$ cat src/rtl/c3aibadapt_rxdp_pkg.sv
// Shared RX datapath definitions: map-mode codes, word-marker FSM encoding,
// marker bit positions and the RX FIFO word layout.
package c3aibadapt_rxdp_pkg;

   localparam int unsigned MODE_W = 3;
   localparam int unsigned WORD_W = 78;
   localparam int unsigned PMA_W  = 40;
   localparam int unsigned FIFO_W = 80;

   localparam logic [MODE_W-1:0] RX_EHIP_MODE   = 3'd1;
   localparam logic [MODE_W-1:0] RX_ELANE_MODE  = 3'd2;
   localparam logic [MODE_W-1:0] RX_RSFEC_MODE  = 3'd3;
   localparam logic [MODE_W-1:0] RX_PMADIR_MODE = 3'd4;

   localparam int unsigned WM_HI_BIT = 79;
   localparam int unsigned WM_LO_BIT = 39;

   typedef enum logic [1:0] {
      WM_IDLE = 2'd0,
      WM_FILL = 2'd1,
      WM_RUN  = 2'd2
   } wm_state_e;

   // FIFO write word for the parallel (mapped) modes
   typedef struct packed {
      logic        wm_hi;
      logic [38:0] d_hi;
      logic        wm_lo;
      logic [38:0] d_lo;
   } fifo_word_t;

   function automatic logic mode_valid(input logic [MODE_W-1:0] m);
      return (m == RX_EHIP_MODE) || (m == RX_ELANE_MODE) ||
             (m == RX_RSFEC_MODE) || (m == RX_PMADIR_MODE);
   endfunction

   function automatic fifo_word_t pack_parallel(input logic [WORD_W-1:0] d,
                                                input logic wm_en);
      fifo_word_t w;
      w.wm_hi = wm_en;
      w.d_hi  = d[77:39];
      w.wm_lo = 1'b0;
      w.d_lo  = d[38:0];
      return w;
   endfunction

endpackage

$ cat src/rtl/c3aibadapt_rxdp_wm_align.sv
// 2:1 PMA-direct beat packer: phase flop, held low half and marker-slip detection.
module c3aibadapt_rxdp_wm_align
   import c3aibadapt_rxdp_pkg::*;
(
   input  logic                 rx_clock_fifo_wr_clk,
   input  logic                 rx_reset_fifo_wr_rst,
   input  logic                 flush,
   input  logic                 advance,
   input  logic                 check,
   input  logic [PMA_W-1:0]     beat,
   output logic                 phase,
   output logic [PMA_W-1:0]     held,
   output logic                 slip_c,
   output logic                 wr_c,
   output logic [FIFO_W-1:0]    pair_c
);

   // A marker seen where a low half is expected means we are one beat off
   assign slip_c = advance && check && !phase && beat[WM_LO_BIT];
   assign wr_c   = advance && phase;
   assign pair_c = {beat, held};

   always_ff @(posedge rx_clock_fifo_wr_clk) begin
      if (rx_reset_fifo_wr_rst) begin
         phase <= 1'b0;
         held  <= '0;
      end else if (flush) begin
         phase <= 1'b0;
      end else if (advance && !slip_c) begin
         phase <= ~phase;
         if (!phase) held <= beat;
      end
   end

endmodule

$ cat src/rtl/c3aibadapt_rxdp_wm_pack.sv
// RX FIFO write-word builder: word-marker insertion, PMA-direct 2:1 packing,
// start-up FILL delay and flush on map-mode reconfiguration.
module c3aibadapt_rxdp_wm_pack
   import c3aibadapt_rxdp_pkg::*;
#(
   parameter int unsigned START_DLY = 4,
   parameter int unsigned CNT_W     = 4
) (
   input  logic                 rx_clock_fifo_wr_clk,
   input  logic                 rx_reset_fifo_wr_rst,
   input  logic [MODE_W-1:0]    r_dp_map_mode,
   input  logic                 r_wm_en,
   input  logic                 r_double_write,
   input  logic [WORD_W-1:0]    word_marker_data,
   input  logic [PMA_W-1:0]     pma_direct_data,
   output logic [FIFO_W-1:0]    fifo_wr_data,
   output logic                 fifo_wr_en,
   output logic [1:0]           wm_state,
   output logic                 wm_slip
);

   wm_state_e           state_q, state_d;
   logic [CNT_W-1:0]    cnt_q, cnt_d;
   logic [MODE_W-1:0]   mode_q;

   logic                mode_ok_c;
   logic                pma_c;
   logic                dw_c;
   logic                run_c;
   logic                advance_c;
   logic                flush_c;
   logic                check_c;
   logic                wr_en_c;
   logic [FIFO_W-1:0]   data_c;

   logic                phase;
   logic [PMA_W-1:0]    held;
   logic                slip_c;
   logic                pair_wr_c;
   logic [FIFO_W-1:0]   pair_c;

   // Live mode must be legal and unchanged since last cycle to make progress
   assign mode_ok_c = mode_valid(r_dp_map_mode) && (r_dp_map_mode == mode_q);
   assign pma_c     = (r_dp_map_mode == RX_PMADIR_MODE);
   assign dw_c      = pma_c && r_double_write;
   assign run_c     = mode_ok_c && (state_q == WM_RUN);
   assign advance_c = mode_ok_c && (state_q != WM_IDLE) && dw_c;
   assign flush_c   = !mode_ok_c || (state_q == WM_IDLE);
   assign check_c   = (state_q == WM_RUN) && r_wm_en;

   always_ff @(posedge rx_clock_fifo_wr_clk) begin
      if (rx_reset_fifo_wr_rst) begin
         state_q <= WM_IDLE;
         cnt_q   <= '0;
         mode_q  <= '0;
      end else begin
         state_q <= state_d;
         cnt_q   <= cnt_d;
         mode_q  <= r_dp_map_mode;
      end
   end

   always_comb begin
      state_d = state_q;
      cnt_d   = cnt_q;
      if (!mode_ok_c) begin
         state_d = WM_IDLE;
         cnt_d   = '0;
      end else begin
         case (state_q)
            WM_IDLE: begin
               state_d = WM_FILL;
               cnt_d   = '0;
            end
            WM_FILL: begin
               if (cnt_q == CNT_W'(START_DLY - 1)) begin
                  state_d = WM_RUN;
                  cnt_d   = '0;
               end else begin
                  cnt_d = cnt_q + CNT_W'(1);
               end
            end
            WM_RUN:  state_d = WM_RUN;
            default: begin
               state_d = WM_IDLE;
               cnt_d   = '0;
            end
         endcase
      end
   end

   c3aibadapt_rxdp_wm_align u_align (
      .rx_clock_fifo_wr_clk (rx_clock_fifo_wr_clk),
      .rx_reset_fifo_wr_rst (rx_reset_fifo_wr_rst),
      .flush                (flush_c),
      .advance              (advance_c),
      .check                (check_c),
      .beat                 (pma_direct_data),
      .phase                (phase),
      .held                 (held),
      .slip_c               (slip_c),
      .wr_c                 (pair_wr_c),
      .pair_c               (pair_c)
   );

   always_comb begin
      data_c  = pack_parallel(word_marker_data, r_wm_en);
      wr_en_c = run_c;
      if (dw_c) begin
         data_c  = pair_c;
         wr_en_c = run_c && pair_wr_c;
      end else if (pma_c) begin
         data_c  = {{(FIFO_W-PMA_W){1'b0}}, pma_direct_data};
      end
   end

   // Write data only moves on a write; idle cycles hold the last word
   always_ff @(posedge rx_clock_fifo_wr_clk) begin
      if (rx_reset_fifo_wr_rst) begin
         fifo_wr_data <= '0;
         fifo_wr_en   <= 1'b0;
         wm_slip      <= 1'b0;
      end else begin
         fifo_wr_en <= wr_en_c;
         wm_slip    <= slip_c;
         if (wr_en_c) fifo_wr_data <= data_c;
      end
   end

   assign wm_state = state_q;

endmodule

$ cat config.mk
export PLATFORM = sky130hd
export DESIGN_NAME = c3aibadapt_rxdp_wm_pack
export DESIGN_NICKNAME = d
export VERILOG_FILES = /design/src/rtl/c3aibadapt_rxdp_pkg.sv /design/src/rtl/c3aibadapt_rxdp_wm_align.sv /design/src/rtl/c3aibadapt_rxdp_wm_pack.sv
export SDC_FILE = /design/constraint.sdc
export NUM_CORES = 1
export LEC_CHECK = 0
export ABC_CLOCK_PERIOD_IN_PS = 2000
export BUFFER_PORTS_ARGS = -buffer_cell sky130_fd_sc_hd__buf_4
export CAP_MARGIN = 30
export CORE_ASPECT_RATIO = 1.5
export CORE_MARGIN = 4
export CORE_UTILIZATION = 52
export DETAILED_ROUTE_END_ITERATION = 10
export MAX_ROUTING_LAYER = met4
export PLACE_DENSITY = 0.89
export RECOVER_POWER = 25
export SLEW_MARGIN = 30
export SYNTH_ARGS = -nofsm -noshare
export SYNTH_HDL_FRONTEND = slang
export SYNTH_SLANG_ARGS = --single-unit
$ cat constraint.sdc
create_clock -name rx_clock_fifo_wr_clk -period 2 [get_ports rx_clock_fifo_wr_clk]
set_input_delay 0.1 -clock rx_clock_fifo_wr_clk [delete_from_list [all_inputs] [get_ports rx_clock_fifo_wr_clk]]
set_output_delay 0.1 -clock rx_clock_fifo_wr_clk [all_outputs]
set_load 0.02 [all_outputs]
After elaboration in Yosys (flattened, before gate mapping) --
Index checks and enable logic that the tools add are counted.
Cells by class: reductions and logical operators 24, bitwise logic cells 3, muxes and demuxes 7, $add $sub $neg 1, equal/unequal tests 9
Operator list (number):
- two-way mux 80 bit | 2
- logical AND 1 bit | 12
- case mux 4 bit (2 select lines) | 1
- == test 3 x 2 -> 1 bit, second input constant | 2
- case mux 2 bit (3 select lines) | 1
- adder 4 x 1 -> 4 bit, second input constant | 1
- == test 4 x 2 -> 1 bit, second input constant | 1
- logical OR 1 bit | 4
- two-way mux 4 bit | 1
- OR reduction 2 bit | 2
- == test 3 x 1 -> 1 bit, second input constant | 1
- == test 3 bit | 1
- == test 3 bit, second input constant | 1
- zero test 1 bit | 3
- inverter 1 bit | 3
- AND reduction 3 bit | 1
- == test 2 x 1 -> 1 bit, second input constant | 1
- == test 2 bit, second input constant | 1
- zero test 2 bit | 1
- two-way mux 2 bit | 1
- inequality test 2 bit, second input constant | 1
- nonzero test 2 bit | 1
- two-way mux 1 bit | 1
Word-level totals: output and inout bits 84, register bits 132, word-level logic and storage cells 52, input port bits 125

Depth between registers and ports, before layout --
word-level depth 13, gate-level depth with buffers 8, gate-level depth less buffers 6

Modules after synthesis --
A second synthesis with hierarchy kept.
Second synthesis, totals: cell total of the unflattened synthesis 855, area, all modules 7836.3 um^2
Modules (own cells, without submodules):
- c3aibadapt_rxdp_wm_pack | times used 1, area each 5368.9 um^2, cells an instance 593, seq. area each 1821.7 um^2
- c3aibadapt_rxdp_wm_align | times used 1, area each 2467.4 um^2, cells an instance 262, seq. area each 820.8 um^2

Worst setup path after synthesis --
No wires, ideal clock.
path type reg-to-reg, from register state_q[0] (netlist: wm_state[0]), to register u_align.held[10], library setup time 72 ps, path buffers 2, arrival time 1798 ps, data required time 1928 ps, period minus slack after synthesis 1870 ps, stages on the path, launching flop included 9, setup slack 130 ps, path through dfxtp_1 > inv_1 > ha_1 > clkbuf_1 > nand3_1 > nand4_1 > a21oi_1 > buf_4 > mux2i_1
Between the ends: longest elaborated chain between the ends 9, elaborated cells between the ends (all ways) 14, classes of those cells 1 x eq/ne; 1 x bitwise; 12 x reduce/logical
Ends and longest elaborated chain:
- start, declared | line c3aibadapt_rxdp_wm_pack.sv:22 | wm_state_e state_q, state_d;
- start signal, assigned | line c3aibadapt_rxdp_wm_pack.sv:57 | state_q <= state_d;
- nonzero test 2 bit | line c3aibadapt_rxdp_wm_pack.sv:47 | assign advance_c = mode_ok_c && (state_q != WM_IDLE) && dw_c;
- logical AND 1 bit (2 in series) | line c3aibadapt_rxdp_wm_pack.sv:47
- logical AND 1 bit (3 in series) | line c3aibadapt_rxdp_wm_align.sv:19 | assign slip_c = advance && check && !phase && beat[WM_LO_BIT];
- zero test 1 bit | line c3aibadapt_rxdp_wm_align.sv:29 | end else if (advance && !slip_c) begin
- logical AND 1 bit | line c3aibadapt_rxdp_wm_align.sv:29
- AND reduction 3 bit (no source line) (*)
- end signal, assigned | line c3aibadapt_rxdp_wm_align.sv:31 | if (!phase) held <= beat;
- end, declared | line c3aibadapt_rxdp_wm_align.sv:12 | output logic [PMA_W-1:0] held,
Every way passes the cells marked *; elsewhere a longest branch is shown, timed or not. A chain may end at the register's enable or synchronous reset.

Final worst setup path --
from input r_dp_map_mode[0], to register fifo_wr_data[40]
Between the ends: longest elaborated chain between the ends 10, elaborated cells between the ends (all ways) 18, classes of those cells 5 x eq/ne; 3 x mux; 10 x reduce/logical
Ends and longest elaborated chain:
- start, declared | line c3aibadapt_rxdp_wm_pack.sv:11 | input logic [MODE_W-1:0] r_dp_map_mode,
- == test 3 x 1 -> 1 bit / == test 3 x 2 -> 1 bit (equally long branches) | line c3aibadapt_rxdp_pkg.sv:33 | return (m == RX_EHIP_MODE) || (m == RX_ELANE_MODE) ||
- logical OR 1 bit (2 in series) | line c3aibadapt_rxdp_pkg.sv:33
- logical OR 1 bit | line c3aibadapt_rxdp_pkg.sv:34 | (m == RX_RSFEC_MODE) || (m == RX_PMADIR_MODE);
- logical AND 1 bit | line c3aibadapt_rxdp_wm_pack.sv:43 | assign mode_ok_c = mode_valid(r_dp_map_mode) && (r_dp_map_mode == mode_q);
- logical AND 1 bit (2 in series) | line c3aibadapt_rxdp_wm_pack.sv:47
- logical AND 1 bit | line c3aibadapt_rxdp_wm_align.sv:20 | assign wr_c = advance && phase;
- logical AND 1 bit | line c3aibadapt_rxdp_wm_pack.sv:111 | wr_en_c = run_c && pair_wr_c;
- two-way mux 1 bit | line c3aibadapt_rxdp_wm_pack.sv:109 | if (dw_c) begin
- end signal, assigned | line c3aibadapt_rxdp_wm_pack.sv:126 | if (wr_en_c) fifo_wr_data <= data_c;
- end, declared | line c3aibadapt_rxdp_wm_pack.sv:16 | output logic [FIFO_W-1:0] fifo_wr_data,
Several ways; a longest one is shown, not always the timed one.

==> flow_summary.ini <==
[sta]
skew_ps = 8.83
finalSetupTns_ps = 0
period_share_pct = 97.7
max_slew_margin_pct = 63.2
rsz0062_at_grt = no
fmax_mhz = 512
worst_pin_slew_ps = 548
period_needed_ps = 1950
timing.final.max_slew_violations = 0
finalSetupViolations = 0
layout_setup_ws_ps = 45.5
hold_violations = 0

[setup_path]
required_ps = 2300
worstSetupPathType = primary input to register
cp-startpoint = r_dp_map_mode[0]
timing.rr.end = fifo_wr_data[50]
reg2regPathDepth = 5
reg2reg_slack_ps = 90
worstSetupEndpoint = fifo_wr_data[40]
crit_arrival_ps = 2260
endpoint_kind = register
cp-start-kind = primary input
rr_startpoint = mode_q[0]
path_max_fanout = 40

[logic_synthesis]
syn_nets = 903
muxShareOfSynthArea_pct = 26.4
yosys.area_share.simple_pct = 20.4
synth_largest_area_cell = dfxtp_1
synth_area_sq_um = 6840
synthXorXnorAreaFrac_pct = 0.128
ys_seq_elements = 132
yosysWarnings = 0
synth_area_leaders = dfxtp_1 39%, mux2i_1 18%, nand2_1 11%, mux2_4 8.6%, o211ai_1 4.3%
synth_top_family_by_area = multiplexers
syn_area_per_cell_sq_um = 8.84
synthDistinctLibCells = 38
seq_area_frac_synth_pct = 38.6
synth_compound_area_share_pct = 8.74
synthCells = 774
synth_top_area_share_pct = 38.6
yosys.area_share.adder_pct = 0.732

[die]
die_x_um = 102
row_count = 51
initial_utilization_pct = 52.8
io-pin-count = 209
dieArea_sq_um = 15100
die_y_um = 148
core_sq_um = 13000

[clock_tree]
cts_max_level = 4
cts_tree = built
cts_max_path_buffers = 2
cts-root-buf = clkbuf_16
clock_sinks = 132
numCtsBuffers = 17
clk_pin_slew_ps = 60
clkLatencyLatePin_ps = 410

[finish]
stdcell_area_sq_um = 9600
layout_common_cells = 202 x nand2_1, 169 x buf_4, 132 x dfxtp_1
syn2layout_area_growth_pct = 40.4
multi_input_area_sq_um = 3910
finalNetCount = 1146
regArea_sq_um = 2640
post_route_cells_drive_above_1_share_pct = 25.1
instances_no_fill = 1189
final_common_cell = nand2_1
fillCellCount = 896
antennaDiodeCount = 0

[power_and_ir_drop]
ir_worst_vdd_mv = 0.448
p_leak_nw = 4.32
powerDensity_nw_per_um2 = 676
finalPower_mw = 6.49

[drt]
via_per_inst = 5.60
vias = 6661
routed_wirelength_mm = 21.0
remaining_drc_errors = 0
wire_per_inst_um = 17.7
first_pass_iters = 5
antenna_left = 0
drtIter0Drc = 271

[placed_design]
dpl.cell_count = 1091
portBuffers = 208
pre_cts_slack_ps = 98.2
gp_congestion = 0.856
dp_hpwl_mm = 12.8
place_area_sq_um = 8510

[grt]
antenna_found_initial = 0
grt_use_total_pct = 28.1
first_global_vias = 6811
gr-total-overflow = 0
grt_max_degree = 73
grt_pass1_wl_mm = 33.0

[run_status]
outcome = complete, no violations

[run]
cap_viol_max_count = 0

[min_path]
hold_class = primary input to register
logic make-up after synthesis:
logic type,after synthesis
AND/OR/NAND/NOR,313
multiplexers,161
flip-flops,132
AO/OA/AOI/OAI,93
buffers and inverters,70
adder cells (fa/ha/maj),4
XOR/XNOR,1
layer usage:
metal | vias to the layer above | share of wire, % | GRT usage [%]
met3 | 79 | 5.2 | 5.40
met2 | 281 | 52 | 47.4
met1 | 3157 | 38 | 31.1
met4 | 0 | 4.5 | 14.4
li1 | 3144 | - | -
met5 | - | 0 | -
Yosys cell counts:
cell type  number
nand2_1       202
dfxtp_1       132
mux2i_1       120
nor2b_1        46
nand3_1        45
a21oi_1        44
clkbuf_1       42
mux2_4         39
o211ai_1       39
buf_2           9
nor2_1          9
buf_4           7
buf_6           5
buf_1           4
ha_1            4
inv_1           2
mux2_2          2
nor4bb_1        2
or3b_2          2
a2111oi_0       1
a211o_1         1
a22o_1          1
a22oi_1         1
a31oi_1         1
and3_1          1
clkinv_1        1
nand4_1         1
nor3_1          1
nor3b_2         1
nor4_1          1
o211a_1         1
o21ai_0         1
o21ai_1         1
o21ba_2         1
o221ai_2        1
or3_1           1
or4b_2          1
xnor2_1         1
layout make-up:
cell class                      count  area share [%]
Clock buffer                       19            4.61
Inverter                            3           0.143
Clock inverter                     13            1.55
Sequential cell                   132            27.5
Timing Repair Buffer              291            23.3
Multi-Input combinational cell    572            40.8
Tap cell                          159            2.07
what timing repair did:
| item | CTS | global route |
|---|---|---|
| buffers inserted | 0 | 1 |
| endpoints found under the setup margin | 0 | 85 |
| hold buffers | 65 | 0 |
| hold endpoints to repair | 64 | 0 |
| gates resized for setup | 0 | 6 |
sequential cells by signal, summed over array words and instances, names as in the netlist:
register and cells:
cnt_q 4, fifo_wr_data 80, fifo_wr_en 1, mode_q 3, u_align.held 40, u_align.phase 1
wm_slip 1, wm_state 2
stage by stage:
stage | hold slack, ps | util [%]
after floorplan | 228 | -
after global placement | 361 | 65.7
after detailed placement | 363 | 65.7
after CTS | 0.824 | 75.3
after global routing | 13.2 | 74.1
final | 10.2 | 74.1
critical path, cell delays in order:
cell and delay (ps):
dlygate4sd3_1 530, buf_4 160, nor4bb_2 180, a22o_1 290, o221ai_4 260, buf_12 320, mux2_2 370
worst min-delay path by stage:
| stage | from | end | slack, ps | depth (start not counted) |
|---|---|---|---|---|
| after CTS | word_marker_data[4] | fifo_wr_data[4] | 0.8 | 3 |
| after global routing | word_marker_data[3] | fifo_wr_data[3] | 10 | 3 |
| final | word_marker_data[36] | fifo_wr_data[36] | 10 | 3 |
| after floorplan | r_dp_map_mode[0] | mode_q[0] | 230 | 1 |
| after detailed placement | r_dp_map_mode[2] | mode_q[2] | 360 | 2 |
| after global placement | r_dp_map_mode[2] | mode_q[2] | 360 | 2 |
report_power, final:
part	internal (mW)	total, mW	switching, mW	leakage, nW
sequential	2.63	2.64	0.00440	1.06
combinational	0.372	0.723	0.352	2.98
clock	1.89	3.13	1.24	0.281
total	4.89	6.49	1.60	4.32
Note: power is estimated with default switching activity, not from simulation.
